[config.mk]
export PLATFORM = sky130hd
export DESIGN_NAME = rs_syndrome_ctrl_flat
export DESIGN_NICKNAME = d
export VERILOG_FILES = /design/src/rtl/rs_syndrome_ctrl_if.sv /design/src/rtl/rs_syndrome_ctrl.sv /design/src/flat_wrapper.sv
export SDC_FILE = /design/constraint.sdc
export NUM_CORES = 1
export LEC_CHECK = 0
export CORE_MARGIN = 5
export CORE_UTILIZATION = 55
export CTS_CLUSTER_DIAMETER = 200
export CTS_CLUSTER_SIZE = 14
export DETAILED_ROUTE_END_ITERATION = 8
export HOLD_SLACK_MARGIN = 0.08
export PLACE_DENSITY = 0.78
export SLEW_MARGIN = 10
export SYNTH_ARGS = -nofsm -noshare
export SYNTH_HDL_FRONTEND = slang
export SYNTH_SLANG_ARGS = --single-unit
[constraint.sdc]
create_clock -name clk -period 13.83 [get_ports clk]
set_input_delay 3.4575 -clock clk [delete_from_list [all_inputs] [get_ports clk]]
set_output_delay 3.4575 -clock clk [all_outputs]
set_load 0.02 [all_outputs]
[src/rtl/rs_syndrome_ctrl_if.sv]
// Handshake bundle between the RS(18,16) syndrome sequencer and its neighbours.
// RS_ERR_CNT_EN adds the saturating err_count signal.
interface rs_syndrome_ctrl_if #(
    parameter int N            = 18,
    parameter int SYMBOL_WIDTH = 8
`ifdef RS_ERR_CNT_EN
    ,
    parameter int CNT_WIDTH    = 16
`endif
);
    logic                        in_valid;
    logic                        in_ready;
    logic [SYMBOL_WIDTH-1:0]     in_sym;
    logic                        in_last;
    logic                        out_valid;
    logic                        out_ready;
    logic [N*SYMBOL_WIDTH-1:0]   out_cw;
    logic [SYMBOL_WIDTH-1:0]     out_s1;
    logic [SYMBOL_WIDTH-1:0]     out_s2;
    logic                        out_err;
    logic                        frame_err;
`ifdef RS_ERR_CNT_EN
    logic [CNT_WIDTH-1:0]        err_count;
`endif

    modport master (
        output in_valid, in_sym, in_last, out_ready,
        input  in_ready, out_valid, out_cw, out_s1, out_s2, out_err, frame_err
`ifdef RS_ERR_CNT_EN
        , input err_count
`endif
    );

    modport slave (
        input  in_valid, in_sym, in_last, out_ready,
        output in_ready, out_valid, out_cw, out_s1, out_s2, out_err, frame_err
`ifdef RS_ERR_CNT_EN
        , output err_count
`endif
    );
endinterface

[src/rtl/rs_syndrome_ctrl.sv]
// RS(18,16) GF(2^8) syndrome sequencer: serial symbol collect, one-cycle syndrome calc, valid/ready output.
// Optional feature macro: RS_ERR_CNT_EN (saturating count of erroneous codewords handed off).
module rs_compute_s #(
    parameter int                N    = 18,
    parameter int                W    = 8,
    parameter logic [W-1:0]      POLY = 8'h1D
) (
    input  logic [N*W-1:0] cw_i,
    output logic [W-1:0]   s1_o,
    output logic [W-1:0]   s2_o
);
    function automatic logic [W-1:0] xt(input logic [W-1:0] a);
        xt = {a[W-2:0], 1'b0} ^ ({W{a[W-1]}} & POLY);
    endfunction

    // Horner evaluation at alpha and alpha^2; first symbol is the highest-degree coefficient.
    always_comb begin
        s1_o = '0;
        s2_o = '0;
        for (int i = 0; i < N; i++) begin
            s1_o = xt(s1_o) ^ cw_i[(N-1-i)*W +: W];
            s2_o = xt(xt(s2_o)) ^ cw_i[(N-1-i)*W +: W];
        end
    end
endmodule

module rs_syndrome_ctrl #(
    parameter int N            = 18,
    parameter int SYMBOL_WIDTH = 8
`ifdef RS_ERR_CNT_EN
    ,
    parameter int CNT_WIDTH    = 16
`endif
) (
    input  logic              clk,
    input  logic              rst,
    rs_syndrome_ctrl_if.slave bus
);
    localparam int W    = SYMBOL_WIDTH;
    localparam int CW_W = $clog2(N);
    localparam logic [CW_W-1:0] LAST_IDX = CW_W'(N-1);

    typedef enum logic [1:0] {COLLECT, CALC, OUT} state_t;

    state_t            state_q, state_d;
    logic [N*W-1:0]    cw_q;
    logic [CW_W-1:0]   count_q;
    logic [N*W-1:0]    out_cw_q;
    logic [W-1:0]      s1_q, s2_q;
    logic              err_q;
    logic              frame_err_q;
    logic [W-1:0]      s1_c, s2_c;
    logic              accept;

    rs_compute_s #(.N(N), .W(W)) u_compute_s (
        .cw_i (cw_q),
        .s1_o (s1_c),
        .s2_o (s2_c)
    );

    always_ff @(posedge clk or posedge rst) begin
        if (rst) state_q <= COLLECT;
        else     state_q <= state_d;
    end

    always_comb begin
        state_d = state_q;
        case (state_q)
            COLLECT: if (accept && count_q == LAST_IDX) state_d = CALC;
            CALC:    state_d = OUT;
            OUT:     if (bus.out_ready) state_d = COLLECT;
            default: state_d = COLLECT;
        endcase
    end

    always_comb begin
        bus.in_ready  = (state_q == COLLECT);
        bus.out_valid = (state_q == OUT);
    end

    assign accept = bus.in_valid & bus.in_ready;

    always_ff @(posedge clk or posedge rst) begin
        if (rst) begin
            cw_q        <= '0;
            count_q     <= '0;
            out_cw_q    <= '0;
            s1_q        <= '0;
            s2_q        <= '0;
            err_q       <= 1'b0;
            frame_err_q <= 1'b0;
        end else begin
            frame_err_q <= 1'b0;
            if (accept) begin
                cw_q <= {cw_q[(N-1)*W-1:0], bus.in_sym};
                // A late or missing in_last still completes the codeword; an early one drops the frame.
                if (count_q == LAST_IDX) begin
                    count_q     <= '0;
                    frame_err_q <= ~bus.in_last;
                end else if (bus.in_last) begin
                    count_q     <= '0;
                    frame_err_q <= 1'b1;
                end else begin
                    count_q <= count_q + 1'b1;
                end
            end
            if (state_q == CALC) begin
                out_cw_q <= cw_q;
                s1_q     <= s1_c;
                s2_q     <= s2_c;
                err_q    <= |{s1_c, s2_c};
            end
        end
    end

    assign bus.out_cw    = out_cw_q;
    assign bus.out_s1    = s1_q;
    assign bus.out_s2    = s2_q;
    assign bus.out_err   = err_q;
    assign bus.frame_err = frame_err_q;

`ifdef RS_ERR_CNT_EN
    logic [CNT_WIDTH-1:0] err_cnt_q;

    always_ff @(posedge clk or posedge rst) begin
        if (rst)
            err_cnt_q <= '0;
        else if (bus.out_valid && bus.out_ready && err_q && err_cnt_q != {CNT_WIDTH{1'b1}})
            err_cnt_q <= err_cnt_q + 1'b1;
    end

    assign bus.err_count = err_cnt_q;
`endif
endmodule

[src/flat_wrapper.sv]
// flat-port wrapper written by rule: the top's interface ports become plain ports
module rs_syndrome_ctrl_flat 
#(
    parameter int N            = 18,
    parameter int SYMBOL_WIDTH = 8

)
  (clk, rst, bus_in_valid, bus_in_sym, bus_in_last, bus_out_ready, bus_in_ready, bus_out_valid, bus_out_cw, bus_out_s1, bus_out_s2, bus_out_err, bus_frame_err);
  rs_syndrome_ctrl_if #(.N(N), .SYMBOL_WIDTH(SYMBOL_WIDTH)) bus_i ();
  input  logic clk;
  input  logic rst;
  input wire logic [$bits(bus_i.in_valid)-1:0] bus_in_valid;
  input wire logic [$bits(bus_i.in_sym)-1:0] bus_in_sym;
  input wire logic [$bits(bus_i.in_last)-1:0] bus_in_last;
  input wire logic [$bits(bus_i.out_ready)-1:0] bus_out_ready;
  output wire logic [$bits(bus_i.in_ready)-1:0] bus_in_ready;
  output wire logic [$bits(bus_i.out_valid)-1:0] bus_out_valid;
  output wire logic [$bits(bus_i.out_cw)-1:0] bus_out_cw;
  output wire logic [$bits(bus_i.out_s1)-1:0] bus_out_s1;
  output wire logic [$bits(bus_i.out_s2)-1:0] bus_out_s2;
  output wire logic [$bits(bus_i.out_err)-1:0] bus_out_err;
  output wire logic [$bits(bus_i.frame_err)-1:0] bus_frame_err;
  assign bus_i.in_valid = bus_in_valid;
  assign bus_i.in_sym = bus_in_sym;
  assign bus_i.in_last = bus_in_last;
  assign bus_i.out_ready = bus_out_ready;
  assign bus_in_ready = bus_i.in_ready;
  assign bus_out_valid = bus_i.out_valid;
  assign bus_out_cw = bus_i.out_cw;
  assign bus_out_s1 = bus_i.out_s1;
  assign bus_out_s2 = bus_i.out_s2;
  assign bus_out_err = bus_i.out_err;
  assign bus_frame_err = bus_i.frame_err;
  rs_syndrome_ctrl #(.N(N), .SYMBOL_WIDTH(SYMBOL_WIDTH)) u_core (.clk(clk), .rst(rst), .bus(bus_i));
endmodule
==> results.txt, run 1 <==
CP startpoint kind: flip-flop
Adder-cell area share of the yosys netlist: 0.001596
Vias per cell: 5.148
Max Root-Sink Buffers: 3
Most used DFF post-synth: dfrtp_1
First-pass GRT wire length: 61240 um
Total GRT Usage: 0.2354
Dpl cells: 2201
Final setup fails: 0
Synth Area in Compound Gates: 0.01022
Worst skew pair latency: 540 ps
IO Pins: 177
Critical Path RT: 10370 ps
Root Buffer: clkbuf_16
TritonCTS clock tree: yes
Total core area: 0.02793 mm^2
Overflow after GRT: 0
Reg2Reg Launch Point: u_core.cw_q[135]
Post-synthesis mux area share: 0.001357
Worst-Margin Slew: 1063 ps
I/O Buffers: 176
Largest net degree at the start of global routing: 186
Met3 usage: 0.03184
DRC Markers: 0
Antenna diodes: 0
Setup TNS Final: 0 ps
Vias in the first global route: 11.85k
Post-CTS Setup Inserts: 0
Syn_area_per_cell: 9.129 um^2
Most frequent cells in the layout: nand2_1, dfrtp_1, xnor2_1, clkdlybuf4s50_1, xor2_1
Number of synthesized flops with an enable pin: 0
Max Clock Skew: 30.64 ps
Post-synth ARST share: 1.000
Post-CTS sizing: 0
WL per Instance: 16.42 um
Syn Nets: 1732
Clock Sink Count: 313
Worst path buffer plus inverter count: 1
Worst slew margin: 0.2916
CP max FO: 4
CP arrival: 1990 ps
FF+latch count, synth: 313
CTS Buf Count: 26
Dpl hpwl: 24970 um
Synth Cell Area: 0.01568 mm^2
Share of layout cells above drive strength 1: 0.02971
Area Overhead vs Synth: 17.39%
Rows: 61
Area share of and/or/nand/nor cells after synthesis: 0.2289
1st-pass router iterations: 5
Synth unique cells: 39
Clk slew on worst S/H paths: 60 ps
Post-Syn Instances: 1717
Fin crit share: 0.3937
Gr busiest metal: met2
Final GP Congestion: 0.8377
Hold_buf cts: 0
Filler Cell Count: 2241
Final-stage net count: 1866
DRT Wirelength: 36610 um
Vert. Die Dim: 178.8 um
CP cell instances: nor2_1 > clkdlybuf4s50_1
Hold Crit Class: flip-flop to flip-flop
Die Area: 0.03198 mm^2
Drt initial violations: 936
Commonest non-fill, non-tap cell in the layout: nand2_1
Critical Path Start: u_core.state_q[0]
Pins over their slew limit: 0
Met1 Use GR: 0.3246
Outcome: complete, no violations
Starting Density: 0.5611
CP Class: flip-flop to output port
Initial antenna violation count: 1
R2R setup slack: 9720 ps
Crit path max-delay family: buffers and inverters
Met2 Usage GRT: 0.3975
Synth warn: 0
Max Clk Rate: 183.7 MHz
Main combinational cell family by area after synthesis: XOR/XNOR gates
Nature of the critical path endpoint: output port
Period minus WS final: 5445 ps
Max_cap viols: 0
Hold_ws: 470.2 ps
Critical path's largest stage delay: 690 ps
Hold Vio Cnt, Final: 0
Via count: 11.47k
Deepest level of the CTS H-tree: 1
Slowest library cell on the worst path: clkdlybuf4s50_1
RSZ-0062 raised after global routing: false
Seq/Total Area, Yosys: 0.4997
Worst Hold Launch: u_core.bus.out_cw[99]
Final Non-Filler Cells: 2229
Synth Area in XOR/XNOR: 0.2390
Chip Width: 178.8 um
Antenna-violating nets left: 0
-- path summary, 6_finish.rpt --
kind,end,cells after the start
hold / removal,u_core.bus.out_cw[99],2
max in group asynchronous,u_core.cw_q[113],3
min in group asynchronous,u_core.bus.out_cw[58],2
setup / recovery,bus_in_ready,2
setup reg to reg,u_core.bus.out_err,11
hold reg to reg,u_core.bus.out_cw[99],2
-- through the flow --
| step | cell area, um^2 | utilization | setup WS, ps |
|---|---|---|---|
| after floorplan | 15680 | - | 1715 |
| after global placement | 17710 | 0.6341 | 7897 |
| after detailed placement | 17710 | 0.6341 | 7912 |
| after CTS | 18400 | 0.6587 | 8375 |
| after global routing | 18400 | 0.6587 | 8290 |
| final | 18400 | 0.6587 | 8385 |
-- kinds of logic (layout without fill, tap and decap cells) --
family / count (synthesis) / in the layout
and+or+nand+nor: 934 / 934
AOI/OAI and AO/OA: 27 / 27
buffers and inverters: 78 / 212
adders and majority gates: 2 / 2
DFF: 313 / 313
xor gates and xnor gates: 361 / 361
muxes: 2 / 2
-- metal layers --
layer / vias up / part of all wire
li1: 5500 / -
met1: 5626 / 0.44
met2: 286 / 0.50
met3: 60 / 0.043
met4: 2 / 0.023
met5: - / 0.00030
-- synth_stat cells, drive strengths merged (3+ instances only) --
| master | count | area, um^2 |
|---|---|---|
| dfrtp | 313 | 7833 |
| o21ai | 18 | 90.08 |
| clkbuf | 67 | 251.5 |
| nand2 | 893 | 3352 |
| xnor2 | 279 | 2477 |
| or2 | 3 | 18.77 |
| xor2 | 44 | 400.4 |
| buf | 8 | 38.79 |
| inv | 3 | 11.26 |
| xnor3 | 33 | 747.0 |
| xor3 | 5 | 121.4 |
| nor2 | 7 | 26.28 |
| nand3 | 3 | 15.01 |
| nor3 | 10 | 50.05 |
| nand2b | 8 | 50.05 |
| and2 | 3 | 18.77 |
-- cell type report --
cell class / count / area, um^2 / area share
clock buffer: 27 / 675.6 / 0.03672
sequential: 313 / 7833 / 0.4256
inverter: 3 / 18.77 / 0.001020
multi-input combinational: 1326 / 7566 / 0.4112
tap: 378 / 473.0 / 0.02570
clock inverter: 1 / 11.26 / 0.0006120
timing repair buffer: 181 / 1824 / 0.09914
-- flip-flops by register name (all words and copies together) (netlist names) --
register              cells
u_core.bus.out_s1         8
u_core.state_q            2
u_core.bus.out_s2         8
u_core.cw_q             144
u_core.bus.out_cw       144
u_core.count_q            5
u_core.bus.frame_err      1
u_core.bus.out_err        1
-- worst register-to-register path, delay by kind of cell, from the launching register on --
family / cells / cell delay [ps]
xor gates and xnor gates: 8 / 2900
DFF: 1 / 490
AOI/OAI and AO/OA: 2 / 490
and+or+nand+nor: 1 / 110
Power of run 1 is not shown: default switching activity piles up to over one toggle a cycle in this logic, so the estimate is an artifact.
==> inputs of run 2 (changes only) <==
clock period = 5.6 ns   (was 13.83 ns; I/O delays follow)
==> run 2 against run 1 <==
Global-route usage grew 0.59 points. Cell area grew 0.21%. Critical path depth grew 9. Utilization grew 0.14 points. Largest cell class unchanged. Cell count grew 0.18%. Highest routed layer is now met4. Clock skew shrank 13 ps. Register-to-register slack lost 8200 ps.
==> results.txt, run 2 (synthesis gave the netlist of run 1 again) <==
Outcome: complete, no violations (unchanged)
Setup TNS Final: 0 ps (unchanged)
Slowest library cell on the worst path: xnor3_2 (was clkdlybuf4s50_1)
Critical path's largest stage delay: 530 ps (was 690 ps)
Most frequent cells in the layout: nand2_1, dfrtp_1, xnor2_1, clkdlybuf4s50_1, xor2_1 (unchanged)
CP Class: flip-flop to flip-flop (was flip-flop to output port)
CP arrival: 4450 ps (was 1990 ps)
Initial antenna violation count: 0 (was 1)
Hold Vio Cnt, Final: 0 (unchanged)
Period minus WS final: 4034 ps
Worst path buffer plus inverter count: 0 (was 1)
Critical Path RT: 6010 ps (was 10370 ps)
Chip Width: 178.8 um (unchanged)
Antenna diodes: 0 (unchanged)
IO Pins: 177 (unchanged)
Pre-CTS setup slack: 1609 ps (was 7912 ps)
Max Root-Sink Buffers: 3 (unchanged)
Vias per cell: 5.146 (was 5.148)
Max_cap viols: 0 (unchanged)
Worst skew pair latency: 540 ps (about the same)
Die Area: 0.03198 mm^2 (unchanged)
Register cell area after layout: 0.007833 mm^2 (unchanged)
Clock Sink Count: 313 (unchanged)
Nature of the critical path endpoint: flip-flop (was output port)
Largest net degree at the start of global routing: 149 (was 186)
DRC Markers: 0 (unchanged)
Hold EP: u_core.bus.out_cw[101] (was u_core.bus.out_cw[99])
CP cell instances: xnor2_1 > xnor3_2 > xor2_1 > xnor3_1 > xnor3_1 > xnor2_1 > xnor2_1 > xnor2_1 > nand2_1 > a2111oi_2 > a31oi_1 (was nor2_1 > clkdlybuf4s50_1)
Placed inst area: 0.01775 mm^2 (was 0.01771 mm^2)
Antenna-violating nets left: 0 (unchanged)
Dpl hpwl: 26390 um (was 24970 um)
Hold Crit Class: flip-flop to flip-flop (unchanged)
Post-CTS Setup Inserts: 0 (unchanged)
R2R setup slack: 1570 ps (was 9720 ps)
Post-CTS sizing: 0 (unchanged)
Max Clk Rate: 247.9 MHz
Vias in the first global route: 11.85k (about the same)
1st-pass router iterations: 6 (was 5)
Hold path depth: 2 (unchanged)
TritonCTS clock tree: yes (unchanged)
Hold_buf cts: 0 (unchanged)
Clk slew on worst S/H paths: 70 ps (was 60 ps)
Crit path max-delay family: XOR/XNOR gates (was buffers and inverters)
Deepest level of the CTS H-tree: 1 (unchanged)
Worst Hold Launch: u_core.bus.out_cw[101] (was u_core.bus.out_cw[99])
Filler Cell Count: 2230 (was 2241)
Final-stage net count: 1870 (was 1866)
DRT Wirelength: 37930 um (was 36610 um)
Total GRT Usage: 0.2413 (was 0.2354)
Final setup fails: 0 (unchanged)
Final GP Congestion: 0.8512 (was 0.8377)
Via count: 11.49k (was 11.47k)
Hold_ws: 474.9 ps (was 470.2 ps)
Worst r2r path cells: 11 (unchanged)
Worst slew margin: 0.2823 (was 0.2916)
Rows: 61 (unchanged)
Post-route setup slack: 1566 ps (was 8385 ps)
Vert. Die Dim: 178.8 um (unchanged)
Worst-Margin Slew: 1077 ps (was 1063 ps)
CP max FO: 6 (was 4)
RSZ-0062 raised after global routing: false (unchanged)
Share of layout cells above drive strength 1: 0.03181 (was 0.02971)
CP most frequent cell: xnor2_1
Drt initial violations: 968 (was 936)
I/O Buffers: 176 (unchanged)
Root Buffer: clkbuf_16 (unchanged)
Post-layout instance area: 0.01844 mm^2 (was 0.01840 mm^2)
Total core area: 0.02793 mm^2 (unchanged)
Max Clock Skew: 17.68 ps (was 30.64 ps)
Multi-input gate area: 0.007566 mm^2 (unchanged)
CTS Buf Count: 26 (unchanged)
Overflow after GRT: 0 (unchanged)
WL per Instance: 16.98 um (was 16.42 um)
Area Overhead vs Synth: 17.64% (was 17.39%)
Fin crit share: 0.7204
Commonest non-fill, non-tap cell in the layout: nand2_1 (unchanged)
Starting Density: 0.5611 (unchanged)
Pins over their slew limit: 0 (unchanged)
First-pass GRT wire length: 62520 um (was 61240 um)
CP startpoint kind: flip-flop (unchanged)
Reg2reg end: u_core.bus.out_err (unchanged)
Reg2Reg Launch Point: u_core.cw_q[135] (unchanged)
[run 2: area by class of cell]
class                      count  share of cell area
clock buffer                  27             0.03664
clock inverter                 1           0.0006107
inverter                       3           0.0008142
multi-input combinational   1326              0.4103
sequential                   313              0.4248
tap                          378             0.02565
timing repair buffer         185              0.1012
[run 2: metal layers]
metal  vias to the layer above  wire length (um)  share of wire  global-route usage
li1                       5494                 -              -                   -
met1                      5633             16370           0.43              0.3296
met2                       305             18740           0.49              0.4086
met3                        60              1857          0.049             0.03543
met4                         0               951          0.025             0.06140
met5                         -                 0              0                   0
[run 2: through the flow]
stage	instances	utilization
after floorplan	1717	-
after global placement	2205	0.6355
after detailed placement	2205	0.6355
after CTS	2233	0.6601
after global routing	2233	0.6601
final	2233	0.6601
[run 2: worst register-to-register path, cell delays in order, from the launching register on]
cell	delay, ps
dfrtp_1	450
xnor2_1	280
xnor3_2	530
xor2_1	380
xnor3_1	470
xnor3_1	420
xnor2_1	280
xnor2_1	170
xnor2_1	340
nand2_1	120
a2111oi_2	370
a31oi_1	120
[run 2: how the worst max path moves through the flow]
| stage | to | from | cells past startpoint |
|---|---|---|---|
| 3_5_place_dp | u_core.bus.out_err | u_core.cw_q[135] | 11 |
| 3_3_place_gp | u_core.bus.out_err | u_core.cw_q[135] | 11 |
| 2_1_floorplan | u_core.bus.frame_err | rst | 1 |
| 4_1_cts | u_core.bus.out_err | u_core.cw_q[135] | 11 |
| 5_1_grt | u_core.bus.out_err | u_core.cw_q[135] | 11 |
| 6_report | u_core.bus.out_err | u_core.cw_q[135] | 11 |
Power of run 2 is left out for the same reason.
==> inputs of run 3 (changes only) <==
CORE_UTILIZATION = 51   (was 55)
PLACE_DENSITY = 0.76   (was 0.78)
clock period = 3.4 ns   (was 5.6 ns; I/O delays follow)
==> run 3 against run 2 <==
The run now ends with negative setup slack left. Non-clock buffer count increased by 112. Clock skew decreased by 9.4 ps. Cell count increased by 5.8%. Critical endpoint unchanged. Global-route usage decreased by 0.81 points. Sequential share of layout area decreased by 2.8 points. Maximum frequency increased by 14%. First-iteration DRC count decreased by 17%.
==> results.txt, run 3 (synthesis gave the netlist of run 1 again) <==
Outcome: finished, violations left (was complete, no violations)
Failing checks: negative setup slack
Pre-CTS setup slack: -63.81 ps (was 1609 ps)
Antenna-violating nets left: 0 (unchanged)
Post-route setup slack: -136.9 ps (was 1566 ps)
Root Buffer: clkbuf_16 (unchanged)
DRC Markers: 0 (unchanged)
Starting Density: 0.5151 (was 0.5611)
Period minus WS final: 3537 ps (was 4034 ps)
Via count: 11.91k (was 11.49k)
Post-Route Utilization: 0.6491 (was 0.6601)
CTS Buf Count: 26 (unchanged)
1st-pass router iterations: 5 (was 6)
Drt initial violations: 799 (was 968)
Hold Crit Class: flip-flop to flip-flop (unchanged)
CP Class: flip-flop to flip-flop (unchanged)
WL per Instance: 16.94 um (was 16.98 um)
Commonest non-fill, non-tap cell in the layout: nand2_1 (unchanged)
IO Pins: 177 (unchanged)
Share of layout cells above drive strength 1: 0.1108 (was 0.03181)
Worst slew margin: 0.4759 (was 0.2823)
Total core area: 0.03043 mm^2 (was 0.02793 mm^2)
Final setup fails: 1 (was 0)
Hold_buf cts: 0 (unchanged)
Total GRT Usage: 0.2332 (was 0.2413)
Nature of the critical path endpoint: flip-flop (unchanged)
Vias in the first global route: 12.20k (was 11.85k)
Vert. Die Dim: 185.3 um (was 178.8 um)
Dpl hpwl: 28180 um (was 26390 um)
Critical Path RT: 3810 ps (was 6010 ps)
Chip Width: 185.3 um (was 178.8 um)
Slowest library cell on the worst path: xor3_2 (was xnor3_2)
CP cell instances: xor3_2 > xnor3_1 > xor2_2 > xnor3_1 > xor3_2 > xor2_4 > xnor2_2 > xnor2_2 > nand2_1 > a2111oi_2 > a31oi_1 (was xnor2_1 > xnor3_2 > xor2_1 > xnor3_1 > xnor3_1 > xnor2_1 > xnor2_1 > xnor2_1 > nand2_1 > a2111oi_2 > a31oi_1)
Setup TNS Final: -136.9 ps (was 0 ps)
Most frequent cells in the layout: nand2_1, dfrtp_1, xnor2_1, clkdlybuf4s50_1, buf_4 (was nand2_1, dfrtp_1, xnor2_1, clkdlybuf4s50_1, xor2_1)
Fin crit share: 1.040 (was 0.7204)
Worst skew pair latency: 540 ps (about the same)
Deepest level of the CTS H-tree: 1 (unchanged)
CP arrival: 3950 ps (was 4450 ps)
Max Clock Skew: 8.309 ps (was 17.68 ps)
Max Root-Sink Buffers: 3 (unchanged)
Vias per cell: 5.038 (was 5.146)
Max_cap viols: 0 (unchanged)
Antenna diodes: 0 (unchanged)
Pins over their slew limit: 0 (unchanged)
Final GP Congestion: 0.8633 (was 0.8512)
Initial antenna violation count: 0 (unchanged)
Hold Vio Cnt, Final: 0 (unchanged)
Area Overhead vs Synth: 26.01% (was 17.64%)
Clock Sink Count: 313 (unchanged)
CP startpoint kind: flip-flop (unchanged)
CP max FO: 4 (was 6)
Filler Cell Count: 2462 (was 2230)
Largest net degree at the start of global routing: 100 (was 149)
I/O Buffers: 176 (unchanged)
Worst-Margin Slew: 786.2 ps (was 1077 ps)
Overflow after GRT: 0 (unchanged)
Die Area: 0.03434 mm^2 (was 0.03198 mm^2)
Rows: 64 (was 61)
Max Clk Rate: 282.7 MHz (was 247.9 MHz)
Dpl cells: 2322 (was 2205)
Final-stage net count: 1982 (was 1870)
Critical path's largest stage delay: 490 ps (was 530 ps)
Final Non-Filler Cells: 2363 (was 2233)
Clk slew on worst S/H paths: 70 ps (about the same)
DRT Wirelength: 40020 um (was 37930 um)
TritonCTS clock tree: yes (unchanged)
First-pass GRT wire length: 64820 um (was 62520 um)
RSZ-0062 raised after global routing: true (was false)
run 3: worst max-delay path: cells and delay by family, from the launching register on:
| family | cells | cell delay, ps |
|---|---|---|
| flip-flops | 1 | 440 |
| AO/OA/AOI/OAI | 2 | 520 |
| AND/OR/NAND/NOR | 1 | 100 |
| XOR/XNOR | 8 | 2360 |
run 3: timing repair:
action | 4_1_cts | 5_1_grt
pin swaps | 11 | 17
gates resized for setup | 18 | 31
endpoints found under the setup margin | 1 | 6
buffers inserted | 4 | 10
run 3: final timing paths:
kind / from / to / slack, ps / depth (start not counted)
worst max-delay path: u_core.cw_q[135] / u_core.bus.out_err / -140 / 11
min in group asynchronous: rst / u_core.bus.out_cw[53] / 640 / 2
worst min register to register: u_core.bus.out_cw[74] / u_core.bus.out_cw[74] / 470 / 2
worst min-delay path: u_core.bus.out_cw[74] / u_core.bus.out_cw[74] / 470 / 2
max in group asynchronous: rst / u_core.cw_q[1] / 1910 / 3
worst max register to register: u_core.cw_q[135] / u_core.bus.out_err / -140 / 11
run 3: layout make-up:
type                       instances  area, um^2  area share
clock buffer                      27       675.6     0.03421
inverter                           3       15.01   0.0007601
tap                              396       495.5     0.02508
timing repair buffer             297        2815      0.1425
sequential                       313        7840      0.3969
clock inverter                     1       11.26   0.0005701
multi-input combinational       1326        7900      0.3999
run 3: layer usage:
| metal | routed length, um | part of all wire | track usage | vias to the layer above |
|---|---|---|---|---|
| li1 | - | - | - | 5718 |
| met1 | 17280 | 0.43 | 0.3208 | 5810 |
| met2 | 19490 | 0.49 | 0.3855 | 300 |
| met3 | 2115 | 0.053 | 0.03967 | 77 |
| met4 | 1129 | 0.028 | 0.06489 | 0 |
| met5 | 0 | 0 | 0 | - |
run 3: per-stage QoR:
step | cell area, um^2 | hold WS [ps]
floorplan | 15730 | 446.6
global placement | 18670 | 457.5
detailed placement | 18670 | 462.0
CTS | 19490 | 478.0
global route | 19750 | 495.2
finish | 19750 | 471.8
Power of run 3 is left out for the same reason.
